**src/rtl/traffic_pkg.sv**
```systemverilog
// Shared constants for the traffic-light sensor front end: default widths,
// debounce/departure timing and the direction index map.
package traffic_pkg;

    localparam int CNT_W_DEF           = 3;
    localparam int DEBOUNCE_CYCLES_DEF = 4;
    localparam int DEPART_CYCLES_DEF   = 2;

    localparam int NUM_DIR = 4;
    localparam int DIR_N   = 0;
    localparam int DIR_S   = 1;
    localparam int DIR_E   = 2;
    localparam int DIR_W   = 3;

endpackage

```
**src/rtl/input_debouncer.sv**
```systemverilog
// Two-flop synchroniser followed by a hold-time debouncer; rise_o marks the
// cycle in which the accepted level is about to switch from 0 to 1.
module input_debouncer #(
    parameter int DEBOUNCE_CYCLES = 4
) (
    input  logic clock_i,
    input  logic reset_n_i,
    input  logic raw_i,
    output logic rise_o
);

    localparam int CW = (DEBOUNCE_CYCLES > 1) ? $clog2(DEBOUNCE_CYCLES) : 1;
    localparam logic [CW-1:0] CNT_LAST = CW'(DEBOUNCE_CYCLES - 1);

    logic          sync1_q, sync2_q;
    logic          db_q, db_d;
    logic [CW-1:0] cnt_q, cnt_d;
    logic          update_s;

    // Next-state for the debounced level and its hold counter
    always_comb begin
        update_s = (sync2_q != db_q) && (cnt_q == CNT_LAST);
        if (sync2_q == db_q) begin
            cnt_d = {CW{1'b0}};
            db_d  = db_q;
        end else if (update_s) begin
            cnt_d = {CW{1'b0}};
            db_d  = sync2_q;
        end else begin
            cnt_d = cnt_q + CW'(1);
            db_d  = db_q;
        end
    end

    // The pulse is decoded from registers so the counting logic upstream can
    // react in the same edge that db flips.
    assign rise_o = update_s & sync2_q;

    // Synchroniser and debounce state
    always_ff @(posedge clock_i) begin
        if (!reset_n_i) begin
            sync1_q <= 1'b0;
            sync2_q <= 1'b0;
            db_q    <= 1'b0;
            cnt_q   <= {CW{1'b0}};
        end else begin
            sync1_q <= raw_i;
            sync2_q <= sync1_q;
            db_q    <= db_d;
            cnt_q   <= cnt_d;
        end
    end

endmodule

```
**src/rtl/traffic_sensor_conditioner.sv**
```systemverilog
// Conditions loop detectors and pedestrian buttons into saturating vehicle
// counts (drained while green) and latched crossing requests for the FSM.
module traffic_sensor_conditioner
    import traffic_pkg::*;
#(
    parameter int DEBOUNCE_CYCLES = DEBOUNCE_CYCLES_DEF,
    parameter int DEPART_CYCLES   = DEPART_CYCLES_DEF,
    parameter int CNT_W           = CNT_W_DEF
) (
    input  logic             clock_i,
    input  logic             reset_n_i,
    input  logic             loop_n_i,
    input  logic             loop_s_i,
    input  logic             loop_e_i,
    input  logic             loop_w_i,
    input  logic             ped_raw_ns_i,
    input  logic             ped_raw_ew_i,
    input  logic             green_northsouth_i,
    input  logic             green_eastwest_i,
    output logic [CNT_W-1:0] vcount_northbound_o,
    output logic [CNT_W-1:0] vcount_southbound_o,
    output logic [CNT_W-1:0] vcount_eastbound_o,
    output logic [CNT_W-1:0] vcount_westbound_o,
    output logic             ped_button_ns_o,
    output logic             ped_button_ew_o,
    output logic [3:0]       overflow_o
);

    localparam int TW = (DEPART_CYCLES > 1) ? $clog2(DEPART_CYCLES) : 1;
    localparam logic [TW-1:0]    T_LAST = TW'(DEPART_CYCLES - 1);
    localparam logic [CNT_W-1:0] C_MAX  = {CNT_W{1'b1}};
    localparam logic [CNT_W-1:0] C_ZERO = {CNT_W{1'b0}};

    logic [5:0] raw_s;
    logic [5:0] rise_s;

    assign raw_s = {ped_raw_ew_i, ped_raw_ns_i, loop_w_i, loop_e_i, loop_s_i, loop_n_i};

    for (genvar g = 0; g < 6; g++) begin : g_db
        input_debouncer #(
            .DEBOUNCE_CYCLES(DEBOUNCE_CYCLES)
        ) u_db (
            .clock_i  (clock_i),
            .reset_n_i(reset_n_i),
            .raw_i    (raw_s[g]),
            .rise_o   (rise_s[g])
        );
    end

    logic [CNT_W-1:0] count_q [NUM_DIR];
    logic [CNT_W-1:0] count_d [NUM_DIR];
    logic [TW-1:0]    timer_q [NUM_DIR];
    logic [TW-1:0]    timer_d [NUM_DIR];
    logic [3:0]       ovf_q, ovf_d;
    logic [1:0]       ped_q, ped_d;
    logic [1:0]       green_prev_q, green_rise_s;
    logic [3:0]       green_dir_s, run_s, depart_s;

    // Departure timers, count arithmetic and request latching
    always_comb begin
        green_rise_s = {green_eastwest_i, green_northsouth_i} & ~green_prev_q;
        ovf_d        = ovf_q;
        ped_d        = ped_q;
        green_dir_s  = 4'b0000;
        run_s        = 4'b0000;
        depart_s     = 4'b0000;
        for (int d = 0; d < NUM_DIR; d++) begin
            green_dir_s[d] = (d == DIR_N || d == DIR_S) ? green_northsouth_i : green_eastwest_i;
            run_s[d]       = green_dir_s[d] && (count_q[d] != C_ZERO);
            depart_s[d]    = run_s[d] && (timer_q[d] == T_LAST);
            if (run_s[d] && !depart_s[d]) begin
                timer_d[d] = timer_q[d] + TW'(1);
            end else begin
                timer_d[d] = {TW{1'b0}};
            end
            if (rise_s[d] && !depart_s[d]) begin
                if (count_q[d] == C_MAX) begin
                    count_d[d] = count_q[d];
                    ovf_d[d]   = 1'b1;
                end else begin
                    count_d[d] = count_q[d] + CNT_W'(1);
                end
            end else if (depart_s[d] && !rise_s[d]) begin
                count_d[d] = count_q[d] - CNT_W'(1);
            end else begin
                count_d[d] = count_q[d];
            end
        end
        // A fresh press wins over the clear caused by the same-cycle green rise
        for (int p = 0; p < 2; p++) begin
            if (rise_s[4 + p]) begin
                ped_d[p] = 1'b1;
            end else if (green_rise_s[p]) begin
                ped_d[p] = 1'b0;
            end else begin
                ped_d[p] = ped_q[p];
            end
        end
    end

    // State registers; every output is driven straight from here
    always_ff @(posedge clock_i) begin
        if (!reset_n_i) begin
            for (int d = 0; d < NUM_DIR; d++) begin
                count_q[d] <= C_ZERO;
                timer_q[d] <= {TW{1'b0}};
            end
            ovf_q        <= 4'b0000;
            ped_q        <= 2'b00;
            green_prev_q <= 2'b00;
        end else begin
            for (int d = 0; d < NUM_DIR; d++) begin
                count_q[d] <= count_d[d];
                timer_q[d] <= timer_d[d];
            end
            ovf_q        <= ovf_d;
            ped_q        <= ped_d;
            green_prev_q <= {green_eastwest_i, green_northsouth_i};
        end
    end

    assign vcount_northbound_o = count_q[DIR_N];
    assign vcount_southbound_o = count_q[DIR_S];
    assign vcount_eastbound_o  = count_q[DIR_E];
    assign vcount_westbound_o  = count_q[DIR_W];
    assign ped_button_ns_o     = ped_q[0];
    assign ped_button_ew_o     = ped_q[1];
    assign overflow_o          = ovf_q;

endmodule

```
**config.mk**
```make
export PLATFORM = sky130hd
export DESIGN_NAME = traffic_sensor_conditioner
export DESIGN_NICKNAME = d
export VERILOG_FILES = /design/src/rtl/traffic_pkg.sv /design/src/rtl/input_debouncer.sv /design/src/rtl/traffic_sensor_conditioner.sv
export SDC_FILE = /design/constraint.sdc
export NUM_CORES = 1
export LEC_CHECK = 0
export CORE_MARGIN = 1.5
export CORE_UTILIZATION = 52
export CTS_CLUSTER_DIAMETER = 40
export DETAILED_ROUTE_END_ITERATION = 16
export GPL_TIMING_DRIVEN = 0
export PLACE_DENSITY = 0.73
export SYNTH_ARGS = -nofsm -noshare
export SYNTH_HDL_FRONTEND = slang
export SYNTH_SLANG_ARGS = --single-unit
```
**constraint.sdc**
```tcl
create_clock -name clock_i -period 2.3 [get_ports clock_i]
set_input_delay 0.575 -clock clock_i [delete_from_list [all_inputs] [get_ports clock_i]]
set_output_delay 0.575 -clock clock_i [all_outputs]
set_load 0.02 [all_outputs]
```
Word level (Yosys, flattened, before mapping) --
Memory sizes are Yosys's and may differ from the RTL's. Cells that the tools add are included.
Word-level totals: flip-flop bits (word level) 38, memory bits (writable) 16, input bits 10, output and inout port bits 18, logic and storage cells 182, memories kept 2
Memory list:
- count_q | depth 4, width 3, read ports 4, clocked after memory_dff 0, wr ports 4, line traffic_sensor_conditioner.sv:50 | logic [CNT_W-1:0] count_q [NUM_DIR];
- timer_q | depth 4, width 1, read ports 4, clocked after memory_dff 0, wr ports 4, line traffic_sensor_conditioner.sv:52 | logic [TW-1:0] timer_q [NUM_DIR];
Cells by class: add/sub/neg operators 18, eq/ne operators 22, muxes and demuxes 30, bitwise gates (word level) 23, reduce and logical (&&, ||, !) cells 56
Operators by type and width (number):
- 3-bit 2-to-1 mux | 16
- 1-bit logical AND | 26
- 2-bit AND reduction | 10
- 3-bit OR reduction | 6
- 1-bit 2-to-1 mux | 14
- 2-bit by 1-bit adder with 2-bit output, second input constant | 6
- 3-bit by 1-bit adder with 3-bit output, second input constant | 4
- 2-bit == test, second input constant | 6
- 3-bit == test, second input constant | 4
- 3-bit nonzero test | 4
- 3-bit by 1-bit subtractor with 3-bit output, second input constant | 4
- 1-bit logical NOT | 8
- 1-bit bitwise OR | 8
- 1-bit NOT | 7
- 1-bit bitwise AND | 6
- 1-bit == test | 6
- 1-bit != test | 6
- 1-bit adder, second input constant | 4
- 2-bit nonzero test | 2
- 2-bit bitwise AND | 1
- 2-bit NOT | 1

Depth between registers and ports, before layout --
Gate-level depths: netlist (run 1).
depth in word-level cells 8, gate-level depth with buffers 8, gate-level depth less buffers 8

Cells and area by module --
From an unflattened synthesis (run 1), not the netlist that was laid out.
Unflattened totals: cells, all modules 230, area total of the unflattened synthesis 2336.0 µm²
Modules (own cells, without submodules):
- traffic_sensor_conditioner | instances 1, cells each 140, area an instance 1277.5 µm², seq. area each 480.5 µm²
- input_debouncer | instances 6, cells each 15, area an instance 176.4 µm², seq. area each 100.1 µm²

Worst setup path after synthesis (run 1) --
OpenSTA, ideal clock, no wires.
path type register to register, start point mem count_q[2][0] (netlist name), end point mem count_q[2][2] (netlist name), library setup time 123 ps, arrival time 1730 ps, required time 2177 ps, path slack 448 ps, stages on the path, launching flop included 8, buffers on the path 0, clock period less this slack 1852 ps, cell sequence dfxtp_1 o311ai_4 and2_4 inv_2 fa_1 nor3_1 a31oi_1 mux2i_1
RTL lines (line):
- from (decl) | traffic_sensor_conditioner.sv:50

==> implementation parameters, run 1 <==
Parameter                              Value

Layout
  P&R area growth vs syn    18.67%
  N_diodes    0
  Post-layout nets    268
  Leading cell types in the layout, fill and taps excluded    sky130_fd_sc_hd__dfxtp_1 (54), sky130_fd_sc_hd__clkdlybuf4s50_1 (27), sky130_fd_sc_hd__nand2_1 (20), sky130_fd_sc_hd__mux2i_1 (16), sky130_fd_sc_hd__and2_1 (14)
  Fraction of final layout cells with drive strength greater than 1    10.44%
  Commonest non-fill, non-tap cell in the layout    sky130_fd_sc_hd__dfxtp_1
  Fill cell total of the finished layout    361

Place
  GPL Wtd Cong    0.7132
  Detailed placer's ending HPWL    2.842 mm
  Number of buffers inserted by port buffering    27

Run
  # Max-Cap Violations    0

Logic synthesis
  Syn_nets    234
  Library cells used by synthesis    29
  Post-synthesis cell count    214
  Mean area per synthesized cell    10.68 µm²
  Number of synthesized flops with an enable pin    0
  Most instantiated flip-flop cell in the synthesis netlist    sky130_fd_sc_hd__dfxtp_1
  Share of synthesized area occupied by flip-flops and latches    47.32%
  Proportion of register bits with asynchronous set or reset after synthesis    0%
  Netlist area before placement    2285 µm²
  Synth Register Bits    54
  Total number of yosys warnings    0

Timing
  Sum Neg Setup Slack    0 ns
  Worst setup skew after layout    0.005886 ns
  Fmax    472.7 MHz
  Final Max Slew Viols    0
  Count of endpoints failing setup in the final report    0
  Tmin final    2.115 ns
  Headroom to the max-slew limit    64.84%
  Portion of the clock cycle consumed by the worst path in the final layout    91.97%
  Number of hold violations in the final report    0
  RSZ-0062 raised after global routing    no
  Worst Tran Pin Value    0.5274 ns

Setup path
  Startpoint kind of the worst setup timing path    input pin
  Startpoint-to-endpoint class of the critical path    in -> reg
  Critical R2R Capture    count_q[2][2]$_SDFFE_PN0P_
  Peak fanout along the critical path    4
  Reg2Reg Launch Point    g_db[2].u_db.cnt_q[0]$_SDFF_PP0_
  Worst-case reg-to-reg path depth    8
  Data arrival time of the critical path    2.32 ns
  Register-to-register setup slack    0.35 ns
  Required time of the worst setup path    2.50 ns
  Worst Setup End Kind    flop
  Worst setup startpoint    green_eastwest_i

Floorplanning
  I/O pins    28
  Core box area    4115 µm²
  Row cnt    23
  Width of the chip    69.29 µm
  Height of the chip    69.29 µm
  Starting density of the core    55.52%
  Die footprint    4800 µm²

Hold path
  Hold path depth    1
  Startpoint of the most critical hold path    g_db[4].u_db.cnt_q[0]$_SDFF_PP0_
  Worst Hold Path EP    g_db[4].u_db.cnt_q[0]$_SDFF_PP0_
  Class of the tightest hold or removal check    reg -> reg

Clocking
  CTS-repair resized insts    0
  Clock H-tree levels    2
  Clock Tree Root    sky130_fd_sc_hd__clkbuf_8
  Clk sinks    54
  Setup Buffers After CTS    0
  Clock-pin slew reported for the worst setup and hold paths after clock tree synthesis    0.10 ns
  Worst-Skew Late Latency    0.31 ns
  Hold bufs inserted after CTS    0
  Bufs on Longest Clock Path    2
  TritonCTS clock tree    built
  Clock buffer count from CTS    5

Detailed routing
  Number of DRC violations after detailed-routing iteration 0    60
  Post-detailed-route via-to-cell ratio    5.385
  Wire length after detailed routing    4.021 mm
  Routed Antenna Nets    0
  Count of unresolved DRC violations after routing    0
  DR vias    1610
  Router iterations before antenna repair    5
  Final routed wire length divided by cell count    13.45 µm

Global routing
  Global-route wire length before repair    7.113 mm
  Antenna violations before repair    0
  Global route total overflow    0
  Met3 routing resource usage after global routing    5.233%
  Vias in the first global route    1601
  Pin count of the biggest net entering global routing    19
  Routing usage on met2    31.09%
  GRT Total Usage    18.42%
  Layer with the highest usage after global routing    met2
  Global-route track usage on met1    22.67%

Power
  Leakage power figure    0.001124 µW
  Power, Total    1563 µW
  Power per cell area    576.5 nW/µm²
  Worst IR Drop VDD    411.9 µV

Outcome
  Outcome    finished, final reports clean
## metal layers
metal	wire length [µm]	up-vias
met5	0	-
met4	63	0
met3	146	5
met2	1923	29
met1	1887	764
li1	-	812
## cell type report
class / instances / area, µm² / area share, %
timing repair buffer: 27 / 270.3 / 9.968
clock inverter: 3 / 25.02 / 0.9229
tap: 50 / 62.56 / 2.307
inverter: 8 / 30.03 / 1.108
sequential: 54 / 1081 / 39.87
multi-input combinational: 146 / 1149 / 42.36
clock buffer: 5 / 68.82 / 2.538
buffer: 6 / 25.02 / 0.9229
## cells by family after synthesis
family	synth area share (%)
buffers and inverters	2.409
DFF	47.32
AOI/OAI and AO/OA	10.08
xor gates and xnor gates	2.300
and+or+nand+nor	24.10
adders and majority gates	6.791
muxes	7.010
## sequential cells by signal, summed over array words and instances (netlist names)
| register | flops |
|---|---|
| ped_q | 2 |
| timer_q | 4 |
| count_q | 12 |
| g_db.u_db.sync1_q | 6 |
| g_db.u_db.sync2_q | 6 |
| g_db.u_db.db_q | 6 |
| green_prev_q | 2 |
| g_db.u_db.cnt_q | 12 |
| overflow_o | 4 |
## how the worst max path moves through the flow
stage / slack, ns / cells after the start / to
4_1_cts: 0.20 / 8 / count_q[1][2]$_SDFFE_PN0P_
2_1_floorplan: 0.45 / 7 / count_q[2][2]$_SDFFE_PN0P_
5_1_grt: 0.05 / 8 / count_q[1][2]$_SDFFE_PN0P_
3_5_place_dp: -0.12 / 8 / count_q[2][2]$_SDFFE_PN0P_
3_3_place_gp: -0.11 / 8 / count_q[1][2]$_SDFFE_PN0P_
6_report: 0.18 / 8 / count_q[2][2]$_SDFFE_PN0P_
## worst max-delay path, cell delays in order
cell,delay [ns]
sky130_fd_sc_hd__clkdlybuf4s50_1,0.55
sky130_fd_sc_hd__o311ai_4,0.13
sky130_fd_sc_hd__and2_4,0.21
sky130_fd_sc_hd__inv_2,0.04
sky130_fd_sc_hd__fa_1,0.38
sky130_fd_sc_hd__nor3_1,0.21
sky130_fd_sc_hd__a31oi_1,0.09
sky130_fd_sc_hd__mux2i_1,0.14
## cells in the mapped netlist (6+ instances only)
cell type	number	area [µm²]
sky130_fd_sc_hd__and2_1	14	87.58
sky130_fd_sc_hd__dfxtp_1	54	1081
sky130_fd_sc_hd__ha_1	6	75.07
sky130_fd_sc_hd__mux2i_1	16	160.2
sky130_fd_sc_hd__nand2_1	20	75.07
sky130_fd_sc_hd__nand2b_1	8	50.05
sky130_fd_sc_hd__nor2_1	8	30.03
sky130_fd_sc_hd__nor3_1	12	60.06
sky130_fd_sc_hd__nor4bb_1	6	60.06
## power by group
group	internal [µW]	switching, µW
Sequential	949	6.27
Combinational	33.4	33.4
Clock	220	320
## stage by stage
stage               hold WS [ns]  instance area, µm²  util, %  cells  setup WS [ns]
floorplan                 0.4051                2285        -    214         0.4477
global placement          0.4135                2618    63.61    291        -0.1136
detailed placement        0.4203                2618    63.61    291        -0.1247
CTS                       0.4386                2711    65.89    299         0.1996
global route              0.4509                2711    65.89    299        0.05418
finish                    0.4347                2711    65.89    299         0.1847
No activity file was read; power rests on OpenSTA's default activity.
==> run 2: changes to the inputs <==
- PLACE_DENSITY: 0.73 -> 0.85
==> implementation parameters, run 2 (synthesis gave the netlist of run 1 again) <==
Parameter                              Value

Global routing
  Global route total overflow    0
  Vias in the first global route    1647
  Global-route track usage on met1    22.84%
  Pin count of the biggest net entering global routing    16
  Layer with the highest usage after global routing    met2
  Global-route wire length before repair    7.265 mm
  Routing usage on met2    31.62%
  Antenna violations before repair    0
  Met3 routing resource usage after global routing    5.233%
  GRT Total Usage    18.80%

Power
  Leakage power figure    0.001124 µW
  Power per cell area    563.3 nW/µm²
  Worst IR Drop VDD    407.1 µV

Clocking
  Clk sinks    54
  Clock H-tree levels    2
  Hold bufs inserted after CTS    0
  Clock-pin slew reported for the worst setup and hold paths after clock tree synthesis    0.09 ns
  Clock Tree Root    sky130_fd_sc_hd__clkbuf_8
  Bufs on Longest Clock Path    2
  Worst-Skew Late Latency    0.30 ns
  Setup Buffers After CTS    0
  CTS-repair resized insts    0
  Clock buffer count from CTS    5
  TritonCTS clock tree    built

Detailed routing
  Count of unresolved DRC violations after routing    0
  Wire length after detailed routing    3.944 mm
  DR vias    1587
  Router iterations before antenna repair    4
  Post-detailed-route via-to-cell ratio    5.326
  Final routed wire length divided by cell count    13.23 µm
  Routed Antenna Nets    0
  Number of DRC violations after detailed-routing iteration 0    28

Timing
  Headroom to the max-slew limit    68.35%
  Tmin final    2.157 ns
  Portion of the clock cycle consumed by the worst path in the final layout    93.78%
  Final Max Slew Viols    0
  RSZ-0062 raised after global routing    no
  Worst Tran Pin Value    0.4747 ns
  Count of endpoints failing setup in the final report    0
  Worst setup skew after layout    0.002187 ns
  Sum Neg Setup Slack    0 ns
  Fmax    463.6 MHz
  Number of hold violations in the final report    0

Setup path
  Master of the slowest instance on the critical path    sky130_fd_sc_hd__clkdlybuf4s50_1
  Peak fanout along the critical path    4
  Cell class contributing the biggest share of worst-path delay    buffers and inverters
  CP Depth    8
  Worst-case reg-to-reg path depth    8
  Data arrival time of the critical path    2.35 ns
  Worst Path Buf+Inv    2
  Cells traversed along the worst timing path    clkdlybuf4s50_1, o311ai_4, and2_4, inv_2, fa_1, nor3_1, a31oi_1, mux2i_1
  Required time of the worst setup path    2.50 ns
  Worst Setup End Kind    flop
  Startpoint-to-endpoint class of the critical path    in -> reg
  Longest individual stage delay on the worst path    0.54 ns
  Startpoint kind of the worst setup timing path    input pin

Layout
  Commonest non-fill, non-tap cell in the layout    sky130_fd_sc_hd__dfxtp_1
  N_diodes    0
  Final cell count without fillers    298
  Leading cell types in the layout, fill and taps excluded    sky130_fd_sc_hd__dfxtp_1 (54), sky130_fd_sc_hd__clkdlybuf4s50_1 (27), sky130_fd_sc_hd__nand2_1 (20), sky130_fd_sc_hd__mux2i_1 (16), sky130_fd_sc_hd__and2_1 (14)
  Finished layout cell area    2696 µm²
  Post-layout nets    268
  Final design utilization    65.52%
  Registers with the highest flip-flop counts    count_q: 12 flops, g_db.u_db.cnt_q: 12 flops
  P&R area growth vs syn    18.02%
  Fill cell total of the finished layout    330
  Fraction of final layout cells with drive strength greater than 1    10.08%

Place
  Detailed placer's ending HPWL    2.932 mm
  Placed cells    291
  GPL Wtd Cong    0.8436
  Number of buffers inserted by port buffering    27
  Dpl cell area    2618 µm²

Floorplanning
  Width of the chip    69.29 µm
  Die footprint    4800 µm²
  Row cnt    23
  Height of the chip    69.29 µm
  Core box area    4115 µm²
  I/O pins    28
  Starting density of the core    55.52%

Outcome
  Outcome    finished, final reports clean

Hold path
  Class of the tightest hold or removal check    reg -> reg
  Hold path depth    1

Run
  # Max-Cap Violations    0
[run 2: routing by layer]
layer  part of all wire [%]  wire [µm]
met5                      0          0
met2                     47       1871
met4                    1.4         56
met3                    3.8        150
met1                     47       1866
[run 2: layout make-up]
class / count / area [µm²] / share of cell area [%]
clock inverters: 2 / 10.01 / 0.3712
well taps: 50 / 62.56 / 2.320
inverters: 8 / 30.03 / 1.114
plain buffers: 6 / 25.02 / 0.9281
clock buffers: 5 / 68.82 / 2.552
multi-input cells: 146 / 1149 / 42.60
repair buffers: 27 / 270.3 / 10.02
flip-flops and latches: 54 / 1081 / 40.09
[run 2: worst register-to-register path: stages, from the launching register on]
cell and delay (ns):
sky130_fd_sc_hd__dfxtp_1 0.35, sky130_fd_sc_hd__ha_1 0.22, sky130_fd_sc_hd__and3b_1 0.25, sky130_fd_sc_hd__and2_4 0.18, sky130_fd_sc_hd__inv_2 0.04, sky130_fd_sc_hd__fa_1 0.38, sky130_fd_sc_hd__nor3_1 0.22, sky130_fd_sc_hd__a31oi_1 0.09
sky130_fd_sc_hd__mux2i_1 0.13
[run 2: per-stage QoR]
stage                     hold WS, ns  worst slack [ns]  power [µW]
after floorplan                0.4051            0.4477        1011
after global placement         0.4148           -0.1175        1042
after detailed placement       0.4183           -0.1513        1044
after CTS                      0.4342            0.1633        1532
after global routing           0.4578           0.02308        1571
final                          0.4314            0.1431        1519
[run 2: final timing paths]
kind / from / to / slack (ns)
max: green_northsouth_i / count_q[1][2]$_SDFFE_PN0P_ / 0.14
min: g_db[2].u_db.cnt_q[0]$_SDFF_PP0_ / g_db[2].u_db.cnt_q[0]$_SDFF_PP0_ / 0.43
max reg2reg: g_db[1].u_db.cnt_q[0]$_SDFF_PP0_ / count_q[1][2]$_SDFFE_PN0P_ / 0.33
min reg2reg: g_db[2].u_db.cnt_q[0]$_SDFF_PP0_ / g_db[2].u_db.cnt_q[0]$_SDFF_PP0_ / 0.43
[run 2: report_power, final]
group	leakage, µW	internal (µW)	switching, µW
registers	0.000438	949	6.28
clock network	0.0000438	205	293
logic	0.000641	33.3	32.4
